[src/rtl/clk_pkg.sv]
// Shared types and constants for the fractional clock-enable generator:
// control FSM states, channel-index width helper and standard phase increments.
package clk_pkg;

    typedef enum logic [1:0] {
        S_RST    = 2'd0,
        S_SETTLE = 2'd1,
        S_RUN    = 2'd2
    } ctrl_state_t;

    function automatic int ch_width(input int n);
        return (n <= 1) ? 1 : $clog2(n);
    endfunction

    // Increments for clk_in = 27 MHz, ACC_W = 32; the NTSC master clock is 6x the subcarrier.
    localparam logic [31:0] INC_NTSC_SC     = 32'd569408542;
    localparam logic [31:0] INC_NTSC_MASTER = 32'd3416451252;
    localparam logic [31:0] INC_USB_12M     = 32'd1908874354;

endpackage

[src/rtl/frac_clken_ch.sv]
// One fractional clock-enable channel: phase accumulator, increment register
// and registered carry strobe; the increment changes only when commit is high.
module frac_clken_ch #(
    parameter int               ACC_W    = 32,
    parameter logic [ACC_W-1:0] INIT_INC = '0
) (
    input  logic             clk_in,
    input  logic             rst_n,
    input  logic             sync_req,
    input  logic             commit,
    input  logic [ACC_W-1:0] commit_inc,
    input  logic             run,
    output logic             ce,
    output logic             phase_msb,
    output logic             carry,
    output logic             inc_zero
);

    logic [ACC_W-1:0] acc;
    logic [ACC_W-1:0] inc;
    logic [ACC_W-1:0] sum;
    logic             strobe;

    assign {carry, sum} = {1'b0, acc} + {1'b0, inc};

    always_ff @(posedge clk_in) begin
        if (!rst_n) begin
            acc    <= '0;
            inc    <= INIT_INC;
            strobe <= 1'b0;
        end else begin
            // Realignment wins over the running phase and swallows that cycle's strobe.
            acc    <= sync_req ? '0 : sum;
            strobe <= carry & ~sync_req;
            if (commit) begin
                inc <= commit_inc;
            end
        end
    end

    assign ce        = strobe & run;
    assign phase_msb = acc[ACC_W-1];
    assign inc_zero  = (inc == '0);

endmodule

[src/rtl/frac_clken_gen.sv]
// Multi-channel fractional clock-enable generator with a single-slot increment
// staging register, glitch-free commits on channel wrap, and a settle/ready FSM.
module frac_clken_gen
    import clk_pkg::*;
#(
    parameter int                      NUM_CH        = 3,
    parameter int                      ACC_W         = 32,
    parameter int                      SETTLE_CYCLES = 1024,
    parameter logic [NUM_CH*ACC_W-1:0] INIT_INC      = '0,
    localparam int                     CH_W          = ch_width(NUM_CH)
) (
    input  logic              clk_in,
    input  logic              rst_n,
    input  logic              cfg_valid,
    output logic              cfg_ready,
    input  logic [CH_W-1:0]   cfg_chan,
    input  logic [ACC_W-1:0]  cfg_inc,
    input  logic              sync_req,
    output logic [NUM_CH-1:0] ce_out,
    output logic [NUM_CH-1:0] phase_msb,
    output logic              ready
);

    localparam int              CNT_W    = (SETTLE_CYCLES > 1) ? $clog2(SETTLE_CYCLES) : 1;
    localparam logic [CNT_W-1:0] CNT_LAST = CNT_W'(SETTLE_CYCLES - 1);
    localparam logic [CH_W:0]   NUM_CH_L = (CH_W + 1)'(NUM_CH);

    logic              stg_pend;
    logic [CH_W-1:0]   stg_chan;
    logic [ACC_W-1:0]  stg_inc;
    logic              accept;
    logic              chan_ok;
    logic [NUM_CH-1:0] carry;
    logic [NUM_CH-1:0] inc_zero;
    logic [NUM_CH-1:0] commit;
    logic              commit_any;
    logic              run;

    ctrl_state_t       state;
    ctrl_state_t       state_nx;
    logic [CNT_W-1:0]  cnt;
    logic [CNT_W-1:0]  cnt_nx;

    assign cfg_ready = ~stg_pend;
    assign accept    = cfg_valid & cfg_ready;
    assign chan_ok   = ({1'b0, cfg_chan} < NUM_CH_L);

    // Out-of-range writes are taken off the bus but never marked pending.
    always_ff @(posedge clk_in) begin
        if (!rst_n) begin
            stg_pend <= 1'b0;
            stg_chan <= '0;
            stg_inc  <= '0;
        end else begin
            if (commit_any) begin
                stg_pend <= 1'b0;
            end
            if (accept) begin
                stg_pend <= chan_ok;
                stg_chan <= cfg_chan;
                stg_inc  <= cfg_inc;
            end
        end
    end

    for (genvar g = 0; g < NUM_CH; g++) begin : g_ch
        // A stalled channel never wraps, so it may take the new rate immediately.
        assign commit[g] = stg_pend && (stg_chan == CH_W'(g)) && (carry[g] || inc_zero[g]);

        frac_clken_ch #(
            .ACC_W    (ACC_W),
            .INIT_INC (INIT_INC[g*ACC_W +: ACC_W])
        ) u_ch (
            .clk_in     (clk_in),
            .rst_n      (rst_n),
            .sync_req   (sync_req),
            .commit     (commit[g]),
            .commit_inc (stg_inc),
            .run        (run),
            .ce         (ce_out[g]),
            .phase_msb  (phase_msb[g]),
            .carry      (carry[g]),
            .inc_zero   (inc_zero[g])
        );
    end

    assign commit_any = |commit;

    always_ff @(posedge clk_in) begin
        if (!rst_n) begin
            state <= S_RST;
            cnt   <= '0;
        end else begin
            state <= state_nx;
            cnt   <= cnt_nx;
        end
    end

    always_comb begin
        state_nx = state;
        cnt_nx   = cnt;
        unique case (state)
            S_RST: begin
                state_nx = S_SETTLE;
                cnt_nx   = '0;
            end
            S_SETTLE: begin
                if (commit_any) begin
                    cnt_nx = '0;
                end else if (cnt == CNT_LAST) begin
                    state_nx = S_RUN;
                    cnt_nx   = '0;
                end else begin
                    cnt_nx = cnt + 1'b1;
                end
            end
            S_RUN: begin
                if (commit_any) begin
                    state_nx = S_SETTLE;
                    cnt_nx   = '0;
                end
            end
            default: begin
                state_nx = S_RST;
                cnt_nx   = '0;
            end
        endcase
    end

    assign run   = (state == S_RUN);
    assign ready = run;

endmodule

[config.mk]
export PLATFORM = sky130hd
export DESIGN_NAME = frac_clken_gen
export DESIGN_NICKNAME = d
export VERILOG_FILES = /design/src/rtl/clk_pkg.sv /design/src/rtl/frac_clken_ch.sv /design/src/rtl/frac_clken_gen.sv
export SDC_FILE = /design/constraint.sdc
export NUM_CORES = 1
export LEC_CHECK = 0
export ABC_AREA = 1
export CORE_MARGIN = 3
export CORE_UTILIZATION = 40
export DETAILED_ROUTE_END_ITERATION = 10
export GPL_TIMING_DRIVEN = 0
export HOLD_SLACK_MARGIN = 0.12
export PLACE_DENSITY = 0.68
export SYNTH_ARGS = -nofsm -noshare
export SYNTH_HDL_FRONTEND = slang
export SYNTH_SLANG_ARGS = --single-unit
[constraint.sdc]
create_clock -name clk_in -period 2.14 [get_ports clk_in]
set_input_delay 0.535 -clock clk_in [delete_from_list [all_inputs] [get_ports clk_in]]
set_output_delay 0.535 -clock clk_in [all_outputs]
set_load 0.02 [all_outputs]
==> insert_results.sql <==
INSERT INTO impl_metrics (metric_group, metric, value, unit) VALUES
('sta', 'timing.final.ws_setup', '-0.182', 'ns'),
('yosys', 'post_synth_inst_count', '1964', ''),
('cells_and_area', 'area.growth.synth_to_final', '40.4', '%'),
('drt', 'drt_drc_violations_left', '0', ''),
('cells_and_area', 'final_cell_area', '18900', 'sq um'),
('placement', 'portBuffers', '45', ''),
('cells_and_area', 'diodes', '0', ''),
('grt', 'vias_in_the_first_global_route', '12990', ''),
('sta', 'relative_max_transition_margin', '53.2', '%'),
('placement', 'placement.cell_area', '14500', 'sq um'),
('sta', 'fin_worst_skew', '0.00982', 'ns'),
('drt', 'dr_iter_0_viols', '1162', ''),
('grt', 'grt_first_pass_wirelength', '66600', 'um'),
('clock_network', 'cts.clk_slew.worst_paths', '0.06', 'ns'),
('worst_setup_path', 'worst-endpoint-arrival', '2.76', 'ns'),
('flow_run', 'max_cap_violations', '0', ''),
('drt', 'routedWlPerCell', '17.5', 'um'),
('clock_network', 'cts.root.buffer_cell', 'sky130_fd_sc_hd__clkbuf_16', ''),
('worst_setup_path', 'critical-path-max-stage-delay', '0.46', 'ns'),
('grt', 'grt.total_usage', '22.9', '%'),
('yosys', 'synth.yosys.seq_area_share', '36.0', '%'),
('clock_network', 'numClockSinks', '242', ''),
('yosys', 'synth_flop_cell', 'sky130_fd_sc_hd__dfxtp_1', ''),
('placement', 'detail_placement_hpwl', '30400', 'um'),
('sta', 'rsz0062_at_grt', 'true', ''),
('sta', 'hold_violations', '0', ''),
('clock_network', 'tritoncts_clock_tree', 'done', ''),
('grt', 'maximum_number_of_pins_on_one_net_before_global_route_repair', '14', ''),
('worst_setup_path', 'series_of_cell_instances_along_the_critical_path', 'ha_4 -> nand2_2 -> inv_1 -> nand2_1 -> nand2_1 -> nand2_1 -> nand3_1 -> a21oi_2 -> nand3_4 -> nand2_8 -> buf_12 -> inv_16 -> buf_12 -> nor2_4 -> nor2_2', ''),
('sta', 'final.min_clock_period', '2.32', 'ns'),
('yosys', 'yosysWarningCount', '0', ''),
('clock_network', 'htree_num_levels', '1', ''),
('yosys', 'postSynthAreaPerCell', '6.86', 'sq um'),
('floorplanning', 'fp.dieArea', '35900', 'sq um'),
('worst_setup_path', 'cp_common_cell', 'sky130_fd_sc_hd__nand2_1', ''),
('drt', 'detail-route-antenna-nets', '0', ''),
('drt', 'detailroute.via_count', '13958', ''),
('drt', 'routed_via_density', '5.39', ''),
('floorplanning', 'die_w', '190', 'um'),
('worst_setup_path', 'cp_num_buf_inv', '4', ''),
('grt', 'grt_remaining_overflow', '0', ''),
('worst_setup_path', 'worst_ep_required_time', '2.58', 'ns'),
('clock_network', 'numCtsBuffers', '28', ''),
('min_path', 'worst_hold_path_type', 'reg -> reg', ''),
('drt', 'first_pass_iters', '7', ''),
('placement', 'detailedPlace.worstSlack', '-1.09', 'ns'),
('run_status', 'violations', 'setup timing', ''),
('yosys', 'postSynthNetCount', '2102', ''),
('floorplanning', 'floorplan.initialDensity', '41.0', '%'),
('worst_setup_path', 'critical_path.startpoint_type', 'flip-flop', ''),
('sta', 'finalSetupViolCount', '106', ''),
('cells_and_area', 'num-nets-final', '2264', ''),
('run_status', 'result_of_the_run', 'finished with violations', ''),
('sta', 'achievable-frequency', '431', 'MHz'),
('clock_network', 'clock_insertion_delay_worst_skew', '0.55', 'ns'),
('clock_network', 'cts.path.max_buffers', '3', ''),
('sta', 'period_share', '109', '%'),
('drt', 'finalWirelength', '45400', 'um'),
('floorplanning', 'io-pin-count', '46', ''),
('yosys', 'synth.ff_latch_count', '242', ''),
('worst_setup_path', 'setup.worst_path.end_class', 'flip-flop', ''),
('yosys', 'netlist-cell-type-count', '53', ''),
('yosys', 'synth-async-reset-ratio', '0', '%'),
('cells_and_area', 'final_layout_size_suffix_gt1_share', '28.7', '%'),
('floorplanning', 'core.rowCount', '66', ''),
('worst_setup_path', 'criticalPathCategory', 'reg -> reg', ''),
('worst_setup_path', 'cp_max_fo', '7', ''),
('worst_setup_path', 'cp_slowest_cell', 'sky130_fd_sc_hd__dfxtp_1', ''),
('placement', 'gp_congestion', '0.948', ''),
('power', 'vdd.ir_drop.worst', '603', 'uV'),
('worst_setup_path', 'path_delay_family', 'simple AND/OR/NAND/NOR gates', ''),
('sta', 'tightest_slew', '0.697', 'ns'),
('power', 'power_density', '782', 'nW/um^2'),
('yosys', 'synth-edff-count', '0', ''),
('cells_and_area', 'layout.core_utilization', '57.6', '%'),
('yosys', 'post_synth_instance_area', '13500', 'sq um'),
('floorplanning', 'core_area', '32900', 'sq um'),
('sta', 'final-max-slew-violation-count', '0', ''),
('floorplanning', 'chipHeight', '190', 'um'),
('power', 'power.leakage', '7.77', 'nW'),
('grt', 'grt_antenna_before_repair', '0', '');
==> final cells by class <==
type	instances	area, sq um
inverters	168	672
plain buffers	54	475
clock buffers	40	817
flip-flops and latches	242	4940
well taps	442	553
fillers	2864	13900
clock inverters	12	131
multi-input cells	1500	9990
repair buffers	132	1340
==> kinds of logic after synthesis <==
kind of cell,after synthesis,share of synthesized area (%)
buffers and inverters,223,7.00
DFF,242,36.0
AOI/OAI and AO/OA,485,19.9
xor gates and xnor gates,2,0.130
adders and majority gates,100,9.45
and+or+nand+nor,912,27.6
==> worst paths after layout <==
| check | depth (start not counted) | end | start | slack (ns) |
|---|---|---|---|---|
| setup / recovery | 15 | g_ch[1].u_ch.inc[10]$_SDFFE_PN0P_ | g_ch[1].u_ch.inc[27]$_SDFFE_PN0P_ | -0.18 |
| hold / removal | 2 | stg_pend$_SDFFE_PN0P_ | stg_pend$_SDFFE_PN0P_ | 0.47 |
| setup reg to reg | 15 | g_ch[1].u_ch.inc[10]$_SDFFE_PN0P_ | g_ch[1].u_ch.inc[27]$_SDFFE_PN0P_ | -0.18 |
| hold reg to reg | 2 | stg_pend$_SDFFE_PN0P_ | stg_pend$_SDFFE_PN0P_ | 0.47 |
==> synth_stat cells (2+ instances only) <==
cell / count / area (sq um)
sky130_fd_sc_hd__fa_1: 3 / 60.1
sky130_fd_sc_hd__a31o_2: 5 / 43.8
sky130_fd_sc_hd__ha_1: 97 / 1210
sky130_fd_sc_hd__a21oi_2: 8 / 70.1
sky130_fd_sc_hd__a32oi_1: 4 / 35.0
sky130_fd_sc_hd__nand4_1: 18 / 113
sky130_fd_sc_hd__o21bai_1: 8 / 60.1
sky130_fd_sc_hd__o21ai_1: 13 / 65.1
sky130_fd_sc_hd__buf_6: 9 / 101
sky130_fd_sc_hd__clkbuf_1: 28 / 105
sky130_fd_sc_hd__o221ai_1: 4 / 35.0
sky130_fd_sc_hd__nor3_1: 23 / 115
sky130_fd_sc_hd__or2_1: 2 / 12.5
sky130_fd_sc_hd__and3_1: 3 / 18.8
sky130_fd_sc_hd__nand2_4: 4 / 45.0
sky130_fd_sc_hd__nand3_2: 3 / 30.0
sky130_fd_sc_hd__buf_4: 6 / 45.0
sky130_fd_sc_hd__and2_1: 2 / 12.5
sky130_fd_sc_hd__dfxtp_1: 242 / 4840
sky130_fd_sc_hd__buf_1: 2 / 7.51
sky130_fd_sc_hd__a221oi_1: 5 / 43.8
sky130_fd_sc_hd__o21ai_0: 205 / 1030
sky130_fd_sc_hd__or2_2: 2 / 12.5
sky130_fd_sc_hd__nand2_1: 302 / 1130
sky130_fd_sc_hd__inv_1: 164 / 616
sky130_fd_sc_hd__a21o_1: 19 / 143
sky130_fd_sc_hd__o21a_1: 16 / 120
sky130_fd_sc_hd__nand3_1: 51 / 255
sky130_fd_sc_hd__nor4_1: 10 / 62.6
sky130_fd_sc_hd__nand2_2: 8 / 50.1
sky130_fd_sc_hd__a31oi_1: 7 / 43.8
sky130_fd_sc_hd__nor2_1: 476 / 1790
sky130_fd_sc_hd__clkbuf_2: 9 / 45.0
sky130_fd_sc_hd__inv_2: 2 / 7.51
sky130_fd_sc_hd__nand3b_1: 4 / 30.0
sky130_fd_sc_hd__a21boi_0: 3 / 22.5
sky130_fd_sc_hd__o21ai_2: 2 / 17.5
sky130_fd_sc_hd__a21oi_1: 180 / 901
==> layout by cell type (no fill, tap or decap), drive strengths merged, types with 18 or more instances in the layout <==
| cell type | count |
|---|---|
| nand2 | 315 |
| inv | 166 |
| buf | 112 |
| dfxtp | 242 |
| nand3 | 54 |
| nand4 | 18 |
| nor2 | 478 |
| clkbuf | 72 |
| ha | 97 |
| o21ai | 220 |
| a21oi | 188 |
| nor3 | 23 |
| clkdlybuf4s50 | 37 |
| a21o | 19 |
==> registers in the layout (all words and copies together) (netlist names) <==
register	cells
cnt	10
g_ch.u_ch.acc	96
g_ch.u_ch.inc	96
g_ch.u_ch.strobe	3
state	2
stg_chan	2
stg_inc	32
stg_pend	1
==> routing by layer <==
layer | GRT usage [%] | wire length [um] | up-vias
met1 | 29.5 | 19200 | 6502
met4 | 8.33 | 2010 | 0
met2 | 39.8 | 21600 | 437
met5 | 0 | 0 | -
met3 | 2.02 | 2570 | 117
li1 | - | - | 6902
==> power breakdown <==
group          internal (mW)  switching (mW)
sequential              4.96           0.745
combinational           1.94            2.19
clock                   2.90            2.06
==> tightest hold or removal path: stages (launching register included) <==
cell and delay, ns:
sky130_fd_sc_hd__dfxtp_1 0.32, sky130_fd_sc_hd__nand2_2 0.06, sky130_fd_sc_hd__a21oi_2 0.04
==> repair_timing <==
action,4_1_cts,5_1_grt
setup endpoints to repair,186,181
setup buffers,47,31
hold buffers,0,0
resized for setup,280,432
pin swaps,44,76
gates cloned,10,7
==> metrics by stage <==
stage / std cells / hold slack [ns] / total power, mW / setup TNS [ns]
2_1_floorplan: 1964 / 0.439 / 7.14 / 0
6_report: 2590 / 0.466 / 14.8 / -10.02
3_5_place_dp: 2451 / 0.463 / 7.96 / -103.91
5_1_grt: 2590 / 0.485 / 15.4 / -21.29
4_1_cts: 2559 / 0.469 / 13.6 / -5.81
3_3_place_gp: 2451 / 0.449 / 7.92 / -96.91
Power figures use the tool's default switching activity.
